**src/rtl/frame_swap_controller_pkg.sv**
```systemverilog
// frame_swap_controller_pkg
// Shared widths, the controller state type and a small helper used by the
// double-buffer controller, its statistics block and its bus interface.
//   BUFFER_ADDR_WIDTH : frame buffer address width (160x120 words)
//   BUFFER_DATA_WIDTH : RGB444 pixel width
//   STAT_WIDTH        : width of the wrapping statistics counters
package frame_swap_controller_pkg;

  localparam int BUFFER_ADDR_WIDTH = 15;
  localparam int BUFFER_DATA_WIDTH = 12;
  localparam int STAT_WIDTH        = 16;

  typedef enum logic [2:0] {
    IDLE        = 3'd0,
    START       = 3'd1,
    DRAWING     = 3'd2,
    WAIT_VBLANK = 3'd3,
    SWAP        = 3'd4,
    PAUSED      = 3'd5,
    ACK         = 3'd6
  } frame_swap_state_t;

  // A vblank rising edge means the display repeated the old frame unless the
  // controller is already waiting to swap or has not started running.
  function automatic logic counts_as_late(input frame_swap_state_t state);
    return (state != WAIT_VBLANK) && (state != IDLE);
  endfunction

endpackage

```
**src/rtl/frame_swap_controller_if.sv**
```systemverilog
// frame_swap_controller_if
// Link between the drawing manager (master) and the frame swap controller
// (slave): the frame handshake plus the pixel write stream.
//   draw_start    : controller -> manager, one-cycle pulse starting frame one
//   frame_done    : manager -> controller, held high while frame is complete
//   draw_ack      : controller -> manager, one-cycle release to next frame
//   in_write_en   : manager -> controller, pixel write strobe
//   in_write_addr : manager -> controller, pixel address
//   in_write_data : manager -> controller, pixel colour
interface frame_swap_controller_if
  import frame_swap_controller_pkg::*;
();

  logic                         draw_start;
  logic                         frame_done;
  logic                         draw_ack;
  logic                         in_write_en;
  logic [BUFFER_ADDR_WIDTH-1:0] in_write_addr;
  logic [BUFFER_DATA_WIDTH-1:0] in_write_data;

  modport master (
    input  draw_start,
    input  draw_ack,
    output frame_done,
    output in_write_en,
    output in_write_addr,
    output in_write_data
  );

  modport slave (
    output draw_start,
    output draw_ack,
    input  frame_done,
    input  in_write_en,
    input  in_write_addr,
    input  in_write_data
  );

endinterface

```
**src/rtl/frame_swap_controller_stats.sv**
```systemverilog
// FrameStats
// Frame statistics for the double-buffer controller. Owns the delayed vblank
// used for edge detection and both wrapping counters.
//   clk, rst        : system clock, synchronous active-high reset
//   vblank          : display vertical-blanking level
//   state           : current controller state
//   frames_rendered : number of completed swaps
//   late_frames     : vblank rising edges that repeated the old frame
module FrameStats
  import frame_swap_controller_pkg::*;
(
  input  logic                  clk,
  input  logic                  rst,
  input  logic                  vblank,
  input  frame_swap_state_t     state,
  output logic [STAT_WIDTH-1:0] frames_rendered,
  output logic [STAT_WIDTH-1:0] late_frames
);

  localparam logic [STAT_WIDTH-1:0] STAT_ONE = STAT_WIDTH'(1);

  logic                  vblank_q, vblank_d;
  logic [STAT_WIDTH-1:0] frames_rendered_q, frames_rendered_d;
  logic [STAT_WIDTH-1:0] late_frames_q, late_frames_d;
  logic                  vblank_rise;

  // One swap happens per cycle spent in SWAP; a late frame is a blanking
  // interval that starts while no finished frame is waiting for it.
  always_comb begin
    vblank_d          = vblank;
    vblank_rise       = vblank & ~vblank_q;
    frames_rendered_d = frames_rendered_q;
    late_frames_d     = late_frames_q;
    if (state == SWAP) begin
      frames_rendered_d = frames_rendered_q + STAT_ONE;
    end
    if (vblank_rise && counts_as_late(state)) begin
      late_frames_d = late_frames_q + STAT_ONE;
    end
  end

  always_ff @(posedge clk) begin
    if (rst) begin
      vblank_q          <= 1'b0;
      frames_rendered_q <= '0;
      late_frames_q     <= '0;
    end else begin
      vblank_q          <= vblank_d;
      frames_rendered_q <= frames_rendered_d;
      late_frames_q     <= late_frames_d;
    end
  end

  assign frames_rendered = frames_rendered_q;
  assign late_frames     = late_frames_q;

endmodule

```
**src/rtl/frame_swap_controller.sv**
```systemverilog
// frame_swap_controller
// Double-buffer controller downstream of the drawing manager. Routes the
// pixel write stream into the current back buffer, runs the draw_start /
// frame_done / draw_ack handshake and swaps front and back buffers only
// during vertical blanking, at most once per blanking interval.
//   clk, rst         : system clock, synchronous active-high reset
//   enable           : run request, sampled in IDLE and SWAP/PAUSED
//   vblank           : display vertical-blanking level
//   draw_if          : handshake and write stream from the drawing manager
//   buf0/1_write_en  : per-buffer write strobes (registered)
//   buf_write_addr   : shared registered write address
//   buf_write_data   : shared registered write data
//   buffer_select    : back buffer index (being drawn)
//   display_select   : front buffer index, always ~buffer_select
//   frames_rendered  : completed swaps, wrapping
//   late_frames      : refreshes that repeated the old frame, wrapping
//   stray_write      : sticky, a write arrived outside DRAWING
module frame_swap_controller
  import frame_swap_controller_pkg::*;
(
  input  logic                         clk,
  input  logic                         rst,
  input  logic                         enable,
  input  logic                         vblank,
  frame_swap_controller_if.slave       draw_if,
  output logic                         buf0_write_en,
  output logic                         buf1_write_en,
  output logic [BUFFER_ADDR_WIDTH-1:0] buf_write_addr,
  output logic [BUFFER_DATA_WIDTH-1:0] buf_write_data,
  output logic                         buffer_select,
  output logic                         display_select,
  output logic [STAT_WIDTH-1:0]        frames_rendered,
  output logic [STAT_WIDTH-1:0]        late_frames,
  output logic                         stray_write
);

  frame_swap_state_t state_q, state_d;

  logic draw_start_q, draw_start_d;
  logic draw_ack_q, draw_ack_d;
  logic buffer_select_q, buffer_select_d;
  logic blank_used_q, blank_used_d;
  logic stray_write_q, stray_write_d;
  logic buf0_write_en_q, buf0_write_en_d;
  logic buf1_write_en_q, buf1_write_en_d;
  logic [BUFFER_ADDR_WIDTH-1:0] buf_write_addr_q, buf_write_addr_d;
  logic [BUFFER_DATA_WIDTH-1:0] buf_write_data_q, buf_write_data_d;

  logic eligible;
  logic write_accept;

  // A swap is allowed only once per blanking interval; blank_used remembers
  // that this interval already produced one.
  assign eligible = vblank & ~blank_used_q;

  // Next-state logic; draw_start and draw_ack are computed one cycle early so
  // that they come out of flops in the START and ACK states.
  always_comb begin
    state_d         = state_q;
    draw_start_d    = 1'b0;
    draw_ack_d      = 1'b0;
    buffer_select_d = buffer_select_q;
    case (state_q)
      IDLE: begin
        if (enable) begin
          state_d      = START;
          draw_start_d = 1'b1;
        end
      end
      START: begin
        state_d = DRAWING;
      end
      DRAWING: begin
        if (draw_if.frame_done) begin
          state_d = WAIT_VBLANK;
        end
      end
      WAIT_VBLANK: begin
        if (eligible) begin
          state_d = SWAP;
        end
      end
      SWAP: begin
        buffer_select_d = ~buffer_select_q;
        if (enable) begin
          state_d    = ACK;
          draw_ack_d = 1'b1;
        end else begin
          state_d = PAUSED;
        end
      end
      PAUSED: begin
        if (enable) begin
          state_d    = ACK;
          draw_ack_d = 1'b1;
        end
      end
      ACK: begin
        state_d = DRAWING;
      end
      default: begin
        state_d = IDLE;
      end
    endcase
  end

  // Low vblank always clears blank_used, so a new interval starts fresh even
  // if a swap landed on the last cycle of the previous one.
  always_comb begin
    blank_used_d = 1'b0;
    if (vblank) begin
      blank_used_d = blank_used_q | (state_q == SWAP);
    end
  end

  // Write stage: the target buffer is chosen from buffer_select at issue, so
  // a write in flight across a swap still lands in the old back buffer.
  always_comb begin
    write_accept     = draw_if.in_write_en && (state_q == DRAWING);
    buf0_write_en_d  = write_accept & ~buffer_select_q;
    buf1_write_en_d  = write_accept &  buffer_select_q;
    buf_write_addr_d = buf_write_addr_q;
    buf_write_data_d = buf_write_data_q;
    if (write_accept) begin
      buf_write_addr_d = draw_if.in_write_addr;
      buf_write_data_d = draw_if.in_write_data;
    end
    stray_write_d = stray_write_q | (draw_if.in_write_en && (state_q != DRAWING));
  end

  always_ff @(posedge clk) begin
    if (rst) begin
      state_q          <= IDLE;
      draw_start_q     <= 1'b0;
      draw_ack_q       <= 1'b0;
      buffer_select_q  <= 1'b0;
      blank_used_q     <= 1'b0;
      stray_write_q    <= 1'b0;
      buf0_write_en_q  <= 1'b0;
      buf1_write_en_q  <= 1'b0;
      buf_write_addr_q <= '0;
      buf_write_data_q <= '0;
    end else begin
      state_q          <= state_d;
      draw_start_q     <= draw_start_d;
      draw_ack_q       <= draw_ack_d;
      buffer_select_q  <= buffer_select_d;
      blank_used_q     <= blank_used_d;
      stray_write_q    <= stray_write_d;
      buf0_write_en_q  <= buf0_write_en_d;
      buf1_write_en_q  <= buf1_write_en_d;
      buf_write_addr_q <= buf_write_addr_d;
      buf_write_data_q <= buf_write_data_d;
    end
  end

  FrameStats u_stats (
    .clk             (clk),
    .rst             (rst),
    .vblank          (vblank),
    .state           (state_q),
    .frames_rendered (frames_rendered),
    .late_frames     (late_frames)
  );

  assign draw_if.draw_start = draw_start_q;
  assign draw_if.draw_ack   = draw_ack_q;
  assign buf0_write_en      = buf0_write_en_q;
  assign buf1_write_en      = buf1_write_en_q;
  assign buf_write_addr     = buf_write_addr_q;
  assign buf_write_data     = buf_write_data_q;
  assign buffer_select      = buffer_select_q;
  assign display_select     = ~buffer_select_q;
  assign stray_write        = stray_write_q;

endmodule

```
**src/flat_wrapper.sv**
```systemverilog
// flat-port wrapper written by rule: the top's interface ports become plain ports
module frame_swap_controller_flat import frame_swap_controller_pkg::*;
  (clk, rst, enable, vblank, buf0_write_en, buf1_write_en, buf_write_addr, buf_write_data, buffer_select, display_select, frames_rendered, late_frames, stray_write, draw_if_draw_start, draw_if_draw_ack, draw_if_frame_done, draw_if_in_write_en, draw_if_in_write_addr, draw_if_in_write_data);
  frame_swap_controller_if draw_if_i ();
  input  logic clk;
  input  logic rst;
  input  logic enable;
  input  logic vblank;
  output logic buf0_write_en;
  output logic buf1_write_en;
  output logic [BUFFER_ADDR_WIDTH-1:0] buf_write_addr;
  output logic [BUFFER_DATA_WIDTH-1:0] buf_write_data;
  output logic buffer_select;
  output logic display_select;
  output logic [STAT_WIDTH-1:0] frames_rendered;
  output logic [STAT_WIDTH-1:0] late_frames;
  output logic stray_write;
  output wire logic [$bits(draw_if_i.draw_start)-1:0] draw_if_draw_start;
  output wire logic [$bits(draw_if_i.draw_ack)-1:0] draw_if_draw_ack;
  input wire logic [$bits(draw_if_i.frame_done)-1:0] draw_if_frame_done;
  input wire logic [$bits(draw_if_i.in_write_en)-1:0] draw_if_in_write_en;
  input wire logic [$bits(draw_if_i.in_write_addr)-1:0] draw_if_in_write_addr;
  input wire logic [$bits(draw_if_i.in_write_data)-1:0] draw_if_in_write_data;
  assign draw_if_draw_start = draw_if_i.draw_start;
  assign draw_if_draw_ack = draw_if_i.draw_ack;
  assign draw_if_i.frame_done = draw_if_frame_done;
  assign draw_if_i.in_write_en = draw_if_in_write_en;
  assign draw_if_i.in_write_addr = draw_if_in_write_addr;
  assign draw_if_i.in_write_data = draw_if_in_write_data;
  frame_swap_controller u_core (.clk(clk), .rst(rst), .enable(enable), .vblank(vblank), .draw_if(draw_if_i), .buf0_write_en(buf0_write_en), .buf1_write_en(buf1_write_en), .buf_write_addr(buf_write_addr), .buf_write_data(buf_write_data), .buffer_select(buffer_select), .display_select(display_select), .frames_rendered(frames_rendered), .late_frames(late_frames), .stray_write(stray_write));
endmodule
```
**config.mk**
```make
export PLATFORM = sky130hd
export DESIGN_NAME = frame_swap_controller_flat
export DESIGN_NICKNAME = d
export VERILOG_FILES = /design/src/rtl/frame_swap_controller_pkg.sv /design/src/rtl/frame_swap_controller_if.sv /design/src/rtl/frame_swap_controller_stats.sv /design/src/rtl/frame_swap_controller.sv /design/src/flat_wrapper.sv
export SDC_FILE = /design/constraint.sdc
export NUM_CORES = 1
export LEC_CHECK = 0
export BUFFER_PORTS_ARGS = -buffer_cell sky130_fd_sc_hd__buf_2
export CAP_MARGIN = 30
export CORE_MARGIN = 2
export CORE_UTILIZATION = 35
export CTS_CLUSTER_SIZE = 20
export DETAILED_ROUTE_END_ITERATION = 16
export GPL_TIMING_DRIVEN = 0
export PLACE_DENSITY = 0.69
export SYNTH_ARGS = -nofsm -noshare
export SYNTH_HDL_FRONTEND = slang
export SYNTH_SLANG_ARGS = --single-unit
export TNS_END_PERCENT = 20
```
**constraint.sdc**
```tcl
create_clock -name clk -period 2.6 [get_ports clk]
set_clock_uncertainty 0.05 [all_clocks]
set_input_delay 0.78 -clock clk [delete_from_list [all_inputs] [get_ports clk]]
set_output_delay 0.78 -clock clk [all_outputs]
set_load 0.01 [all_outputs]
```
==> results.md, run 1 <==
* Outcome: finished, final reports clean
* Layout Nets at 473
* RSZ-0062 raised after global routing: false
* Reg-to-reg endpoint: u_core.u_stats.frames_rendered[12]$_SDFFE_PP0N_
* Mapped cell area at 2790 µm²
* Sw Ratio at 26.9%
* Yosys top cell area share at 50.3%
* FP Rows at 32
* Internal at 1530 µW
* Total core area at 7730 µm²
* Top FF cell, synth: dfxtp_1
* Number of hold buffers added after cts at 0
* Synthesized flop and latch total at 70
* Die Y-Extent at 93.2 µm
* Antenna Cells at 0
* Combinational power share at 9.8%
* Hold slack final at 0.404 ns
* Mean post-synth cell area at 8.47 µm²
* Chip width at 93.2 µm
* CP Launch Type: register
* Slew HR at 37.1%
* Pin count of the biggest net entering global routing at 14
* Psw at 565 µW
* Starting Density at 36.1%
* Layout cell share with drive strength beyond 1 at 26.4%
* Number of max-cap violations at 0
* Final hold viol count at 0
* Wirelength per Cell at 12.4 µm
* Slowest stage delay, CP at 0.58 ns
* First-pass GRT wire length at 11.2 mm
* Max H-tree Level at 3
* Worst reg-to-reg path cell count at 6
* Hold path cells at 2
* Minimum clock period at 2.12 ns
* DRT Wirelength at 6.75 mm
* Least-Margin Pin Slew at 0.942 ns
* Simple-Gate Fraction of Synth Area at 24.6%
* Clock root cell: clkbuf_8
* P per Cell Area at 587 nW/µm²
* R2r setup slk at 0.48 ns
* CP arrival at 2.34 ns
* RR Startpoint: u_core.state_q[2]$_SDFFE_PP0P_
* Flop pwr share at 53.5%
* Synth Net Count at 364
* YS warnings at 0
* Compound-Gate Fraction of Synth Area at 14.5%
* Die ar. at 8690 µm²
* Worst path buffer plus inverter count at 2
* Fillers at 747
* Setup repair bufs after CTS at 0
* Post-synthesis mux area share at 0.718%
* Vias per std cell at 4.90
* TritonCTS clock tree: yes
* Worst-Skew Late Latency at 0.33 ns
* Leakage power at 0.00148 µW
* Reg clk slew, reported paths at 0.08 ns
* Critical Path, Cell by Cell: buf_2 -> or3b_1 -> clkbuf_1 -> nor4_1 -> nand4b_1 -> a21oi_1
* Ys async rst share at 0%
* Main combinational cell family by area after synthesis: simple AND/OR/NAND/NOR gates
* VDD IR max at 0.252 mV
* Residual DRC at 0
* First-pass iteration count of the detailed router at 4
* Req. time, crit path at 2.82 ns
* I/O pin cnt at 99
* Fmax at 472 MHz
* Clock buffer depth at 2
* Register area share after synthesis at 50.3%
* Setup crit end kind: register
* Final period utilization at 81.4%
* EDFF count, synth at 0
* WS Path Type: reg2reg
* Crit-path slowest cell: nor4_1
* Cts bufs inserted at 9
* Total Routing Usage GR at 16.0%
* Adder-cell share of the synthesized area at 0.898%
* Initial DRC Count at 70
* Clock tree sinks at 70
* Final ANT Viol Nets at 0
* Min-Delay Path Class: reg2reg
* Vias in the first global route at 2,329
* Family with the most delay on the worst path: simple AND/OR/NAND/NOR gates
* GP Congestion at 0.819
* Hold Crit Start: u_core.buf_write_addr[2]$_SDFFE_PP0P_
* Detailed placer's ending HPWL at 5.01 mm
* Vias post-DR at 2,669
* # port buffers at 98
* Mapped Cells at 329
* Synth Area in XOR/XNOR at 5.66%
* Worst-path fanout max at 10
* CP Depth at 6
* Area contributors post-synth: dfxtp_1, nand2_1, a21oi_1
* Initial antenna violation count at 0
* Area leader, netlist: dfxtp_1
* Yosys cell types at 39
* Final setup viols at 0
* Cells resized by post-CTS repair at 0
* GR Overflow Total at 0
* Clock network power share at 36.8%
* Area growth syn-to-layout at 28.4%
* Hold endpoint: u_core.buf_write_addr[2]$_SDFFE_PP0P_
* Setup tns final at 0 ns
* Slew Limit Fails at 0
state kept, by name, summed over array words and instances, names as in the netlist, 3 cells and up:
| signal | flops |
|---|---|
| u_core.state_q | 3 |
| u_core.buf_write_data | 12 |
| u_core.u_stats.frames_rendered | 16 |
| u_core.buf_write_addr | 15 |
| u_core.u_stats.late_frames | 16 |
worst max path at each step:
stage | start | endpoint
after detailed placement | vblank | u_core.u_stats.late_frames[15]$_SDFFE_PP0P_
after CTS | u_core.state_q[2]$_SDFFE_PP0P_ | u_core.u_stats.frames_rendered[14]$_SDFFE_PP0N_
after global routing | u_core.state_q[2]$_SDFFE_PP0P_ | u_core.u_stats.frames_rendered[14]$_SDFFE_PP0N_
after global placement | vblank | u_core.u_stats.late_frames[15]$_SDFFE_PP0P_
after floorplan | u_core.state_q[0]$_SDFFE_PP0P_ | u_core.u_stats.frames_rendered[15]$_SDFFE_PP0N_
final | u_core.state_q[2]$_SDFFE_PP0P_ | u_core.u_stats.frames_rendered[12]$_SDFFE_PP0N_
power by group through the flow:
stage / Clock (µW) / Sequential, µW / Combinational [µW]
2_1_floorplan: 0 / 1160 / 109
3_3_place_gp: 0 / 1150 / 204
3_5_place_dp: 0 / 1150 / 206
4_1_cts: 797 / 1120 / 207
5_1_grt: 849 / 1130 / 231
6_report: 771 / 1120 / 205
area by class of cell:
class | count | area [µm²] | area share (%)
Tap cell | 102 | 128 | 3.57
Clock inverter | 7 | 48.8 | 1.36
Inverter | 5 | 18.8 | 0.525
Sequential cell | 70 | 1400 | 39.2
Timing Repair Buffer | 98 | 490 | 13.7
Buffer | 18 | 76.3 | 2.13
Clock buffer | 9 | 124 | 3.46
Multi-Input combinational cell | 236 | 1290 | 36.1
synthesized netlist by cell type (all sizes together), types with 3 or more instances:
cell and instances:
dfxtp 70, nor4 3, and4 3, or3 7, nand4 5, clkbuf 16
nand2 71, nand3 7, or4 7, inv 5, xnor2 7, nor2 21
nand2b 3, nor3 5, and3 3, xor2 11, o211ai 3, o31ai 5
a21oi 44, o21ai 10
through the flow:
stage	total power, µW	utilization, %	instance area [µm²]	worst slack (ns)	cells
floorplan	1270	-	2790	0.667	329
global placement	1350	44.1	3400	0.355	529
detailed placement	1350	44.1	3400	0.334	529
CTS	2130	46.3	3580	0.473	545
global route	2210	46.3	3580	0.262	545
finish	2100	46.3	3580	0.483	545
cells in the final DEF (no fill, tap or decap), drive strengths merged, types with 2 or more instances in the layout:
cell type and instances:
clkbuf 25, dfxtp 70, and3 3, inv 7, a21oi 44, nand4 5
or3 7, ha 2, xor2 11, nand2 71, nor2 21, o21ai 10
nand3 7, clkinv 4, nor2b 2, nor4 3, and4 3, o211ai 3
o2111ai 2, nor3 5, nand4b 2, mux2i 2, o31ai 5, buf 100
nand2b 3, a211oi 2, or4 7, xnor2 7
layer usage:
metal / vias to the layer above / global-route usage, % / part of all wire [%]
li1: 1366 / - / -
met1: 1231 / 21.0 / 48
met2: 68 / 25.5 / 45
met3: 4 / 4.19 / 6.1
met4: 0 / 5.39 / 0.62
met5: - / 0 / 0
kinds of logic (layout without fill, tap and decap cells):
kind of cell    count (synthesis)  after routing
simple gates                  143            143
compound gates                 71             71
flops                          70             70
buf+inv                        23            137
xor+xnor                       18             18
fa+ha+maj                       2              2
mux                             2              2
tightest hold or removal path: cells and delay by family (launching register included):
family	cells	cell delay, ns
AOI/OAI and AO/OA	1	0.05
DFF	1	0.31
and+or+nand+nor	1	0.05
(Power assumes the default switching activity.)
==> run 2: changes to the inputs <==
==> constraint.sdc (replaced) <==
create_clock -name clk -period 2.1 [get_ports clk]
set_clock_uncertainty 0.05 [all_clocks]
set_input_delay 0.63 -clock clk [delete_from_list [all_inputs] [get_ports clk]]
set_output_delay 0.63 -clock clk [all_outputs]
set_load 0.01 [all_outputs]
==> results.md, run 2 (synthesized netlist as in run 1, its figures left out) <==
* Reg clk slew, reported paths at 0.08 ns (about the same)
* Cts bufs inserted at 9 (unchanged)
* Minimum clock period at 2.01 ns (-0.104 ns)
* Core Util, Final at 46.7% (+0.40 points)
* GP Congestion at 0.819 (unchanged)
* P per Cell Area at 724 nW/µm² (+23%)
* Starting Density at 36.1% (unchanged)
* Hold Crit Start: u_core.buf_write_addr[2]$_SDFFE_PP0P_
* Area growth syn-to-layout at 29.5%
* Die ar. at 8690 µm² (unchanged)
* R2r setup slk at 0.09 ns (-0.40 ns)
* Chip width at 93.2 µm (unchanged)
* VDD IR max at 0.314 mV (+25%)
* Final setup margin at 0.0866 ns (-0.396 ns)
* DP Area at 3400 µm² (unchanged)
* RR Startpoint: u_core.state_q[0]$_SDFFE_PP0P_
* Initial antenna violation count at 0 (unchanged)
* RSZ-0062 raised after global routing: true
* Vias per std cell at 4.88 (-0.37%)
* Outcome: finished, final reports clean
* Max H-tree Level at 3 (unchanged)
* Placement Setup Slack at -0.0162 ns (-0.350 ns)
* # port buffers at 98 (unchanged)
* Slew HR at 55.2% (+18 points)
* Clock root cell: clkbuf_8
* Design area at 3610 µm² (+0.87%)
* Hold slack final at 0.404 ns (+0.0000260 ns)
* Least-Margin Pin Slew at 0.672 ns (-0.270 ns)
* Residual DRC at 0 (unchanged)
* Pwr Total at 2610 µW (+24%)
* Final setup viols at 0 (unchanged)
* Hold endpoint: u_core.buf_write_addr[2]$_SDFFE_PP0P_
* Multi-input logic area at 1320 µm² (+1.9%)
* Min-Delay Path Class: reg2reg
* DRT Wirelength at 6.80 mm (+0.68%)
* Vias post-DR at 2,659 (-0.37%)
* Layout cell share with drive strength beyond 1 at 28.2% (+1.8 points)
* Clock tree sinks at 70 (unchanged)
* Clock buffer depth at 2 (unchanged)
* Register Area at 1400 µm² (unchanged)
* Wirelength per Cell at 12.5 µm (+0.68%)
* Vias in the first global route at 2,330 (+0.043%)
* Worst-path fanout max at 9 (-1)
* Antenna Cells at 0 (unchanged)
* Layout Nets at 473 (unchanged)
* Final hold viol count at 0 (unchanged)
* Reg-to-reg endpoint: u_core.u_stats.frames_rendered[15]$_SDFFE_PP0N_
* Total Routing Usage GR at 16.0% (+0.017 points)
* FP Rows at 32 (unchanged)
* Worst-Skew Late Latency at 0.34 ns (about the same)
* Detailed placer's ending HPWL at 5.01 mm (unchanged)
* Leakage power at 0.00150 µW (+0.93%)
* CP Launch Type: register
* First-pass iteration count of the detailed router at 4 (unchanged)
* Slew Limit Fails at 0 (unchanged)
* TritonCTS clock tree: yes
* Setup repair bufs after CTS at 0 (unchanged)
* Fmax at 497 MHz (+5.2%)
* Final ANT Viol Nets at 0 (unchanged)
* GR Overflow Total at 0 (unchanged)
* Initial DRC Count at 83 (+19%)
* Highest-count cells in the layout ignoring fill and taps: buf_2, nand2_1, dfxtp_1
* Final period utilization at 95.9% (+14 points)
* Pin count of the biggest net entering global routing at 14 (unchanged)
* Hold path cells at 2 (unchanged)
* Number of max-cap violations at 0 (unchanged)
* Most common cell after layout, fill and taps aside: buf_2
* Total core area at 7730 µm² (unchanged)
* Req. time, crit path at 2.32 ns (-0.50 ns)
* Die Y-Extent at 93.2 µm (unchanged)
* Setup crit end kind: register
* Worst reg-to-reg path cell count at 5 (-1)
* Fillers at 749 (+0.27%)
* First-pass GRT wire length at 11.2 mm (+0.19%)
* I/O pin cnt at 99 (unchanged)
* CP arrival at 2.23 ns (-0.11 ns)
* WS Path Type: reg2reg
-- run 2: cell count changes in the layout (fill, tap and decap cells not counted), sizes merged --
cell    previous run  this run
clkbuf            25        24
buf              100       101
-- run 2: layout make-up --
| class | instances | share of cell area (%) |
|---|---|---|
| flip-flops and latches | 70 | 38.8 |
| multi-input cells | 236 | 36.4 |
| repair buffers | 98 | 13.6 |
| well taps | 102 | 3.54 |
| clock buffers | 9 | 3.43 |
| plain buffers | 18 | 2.29 |
| clock inverters | 7 | 1.35 |
| inverters | 5 | 0.520 |
-- run 2: timing repair --
action	in CTS	in global routing
pin swaps	0	0
endpoints found under the hold margin	0	0
endpoints found under the setup margin	2	34
gates resized for setup	2	10
hold buffers	0	0
cloned	0	0
-- run 2: report_power, final --
group / switching [µW] / leakage [µW] / internal, µW
clock network: 529 / 0.0000898 / 432
registers: 23.5 / 0.000566 / 1370
logic: 157 / 0.000842 / 103
total: 709 / 0.00150 / 1900
-- run 2: through the flow --
step | std cells | setup TNS, ns
floorplan | 329 | 0
global placement | 529 | 0
detailed placement | 529 | -0.0162
CTS | 545 | 0
global route | 545 | -0.0377
finish | 545 | 0
-- run 2: worst max path at each step --
| stage | startpoint | to | slack [ns] | cells after the start |
|---|---|---|---|---|
| 2_1_floorplan | u_core.state_q[0]$_SDFFE_PP0P_ | u_core.u_stats.frames_rendered[15]$_SDFFE_PP0N_ | 0.17 | 5 |
| 3_3_place_gp | vblank | u_core.u_stats.late_frames[15]$_SDFFE_PP0P_ | 0.005 | 5 |
| 3_5_place_dp | vblank | u_core.u_stats.late_frames[15]$_SDFFE_PP0P_ | -0.02 | 5 |
| 4_1_cts | u_core.state_q[2]$_SDFFE_PP0P_ | u_core.u_stats.frames_rendered[14]$_SDFFE_PP0N_ | 0.02 | 6 |
| 5_1_grt | u_core.state_q[2]$_SDFFE_PP0P_ | u_core.u_stats.frames_rendered[14]$_SDFFE_PP0N_ | -0.03 | 6 |
| 6_report | u_core.state_q[0]$_SDFFE_PP0P_ | u_core.u_stats.frames_rendered[15]$_SDFFE_PP0N_ | 0.09 | 5 |
-- run 2: per-layer routing --
layer	track usage (%)	vias up	part of all wire, %	wire length, µm
met5	0	-	0	0
met2	25.5	73	44	3020
met3	4.19	6	6.4	435
met4	5.39	0	0.81	55
li1	-	1361	-	-
met1	21.0	1219	48	3280
-- run 2: worst max-delay path, stage by stage (launching register included) --
cell and delay (ns):
dfxtp_1 0.31, buf_6 0.13, or3b_4 0.39, or4_4 0.57
or3_1 0.36, a21oi_1 0.14
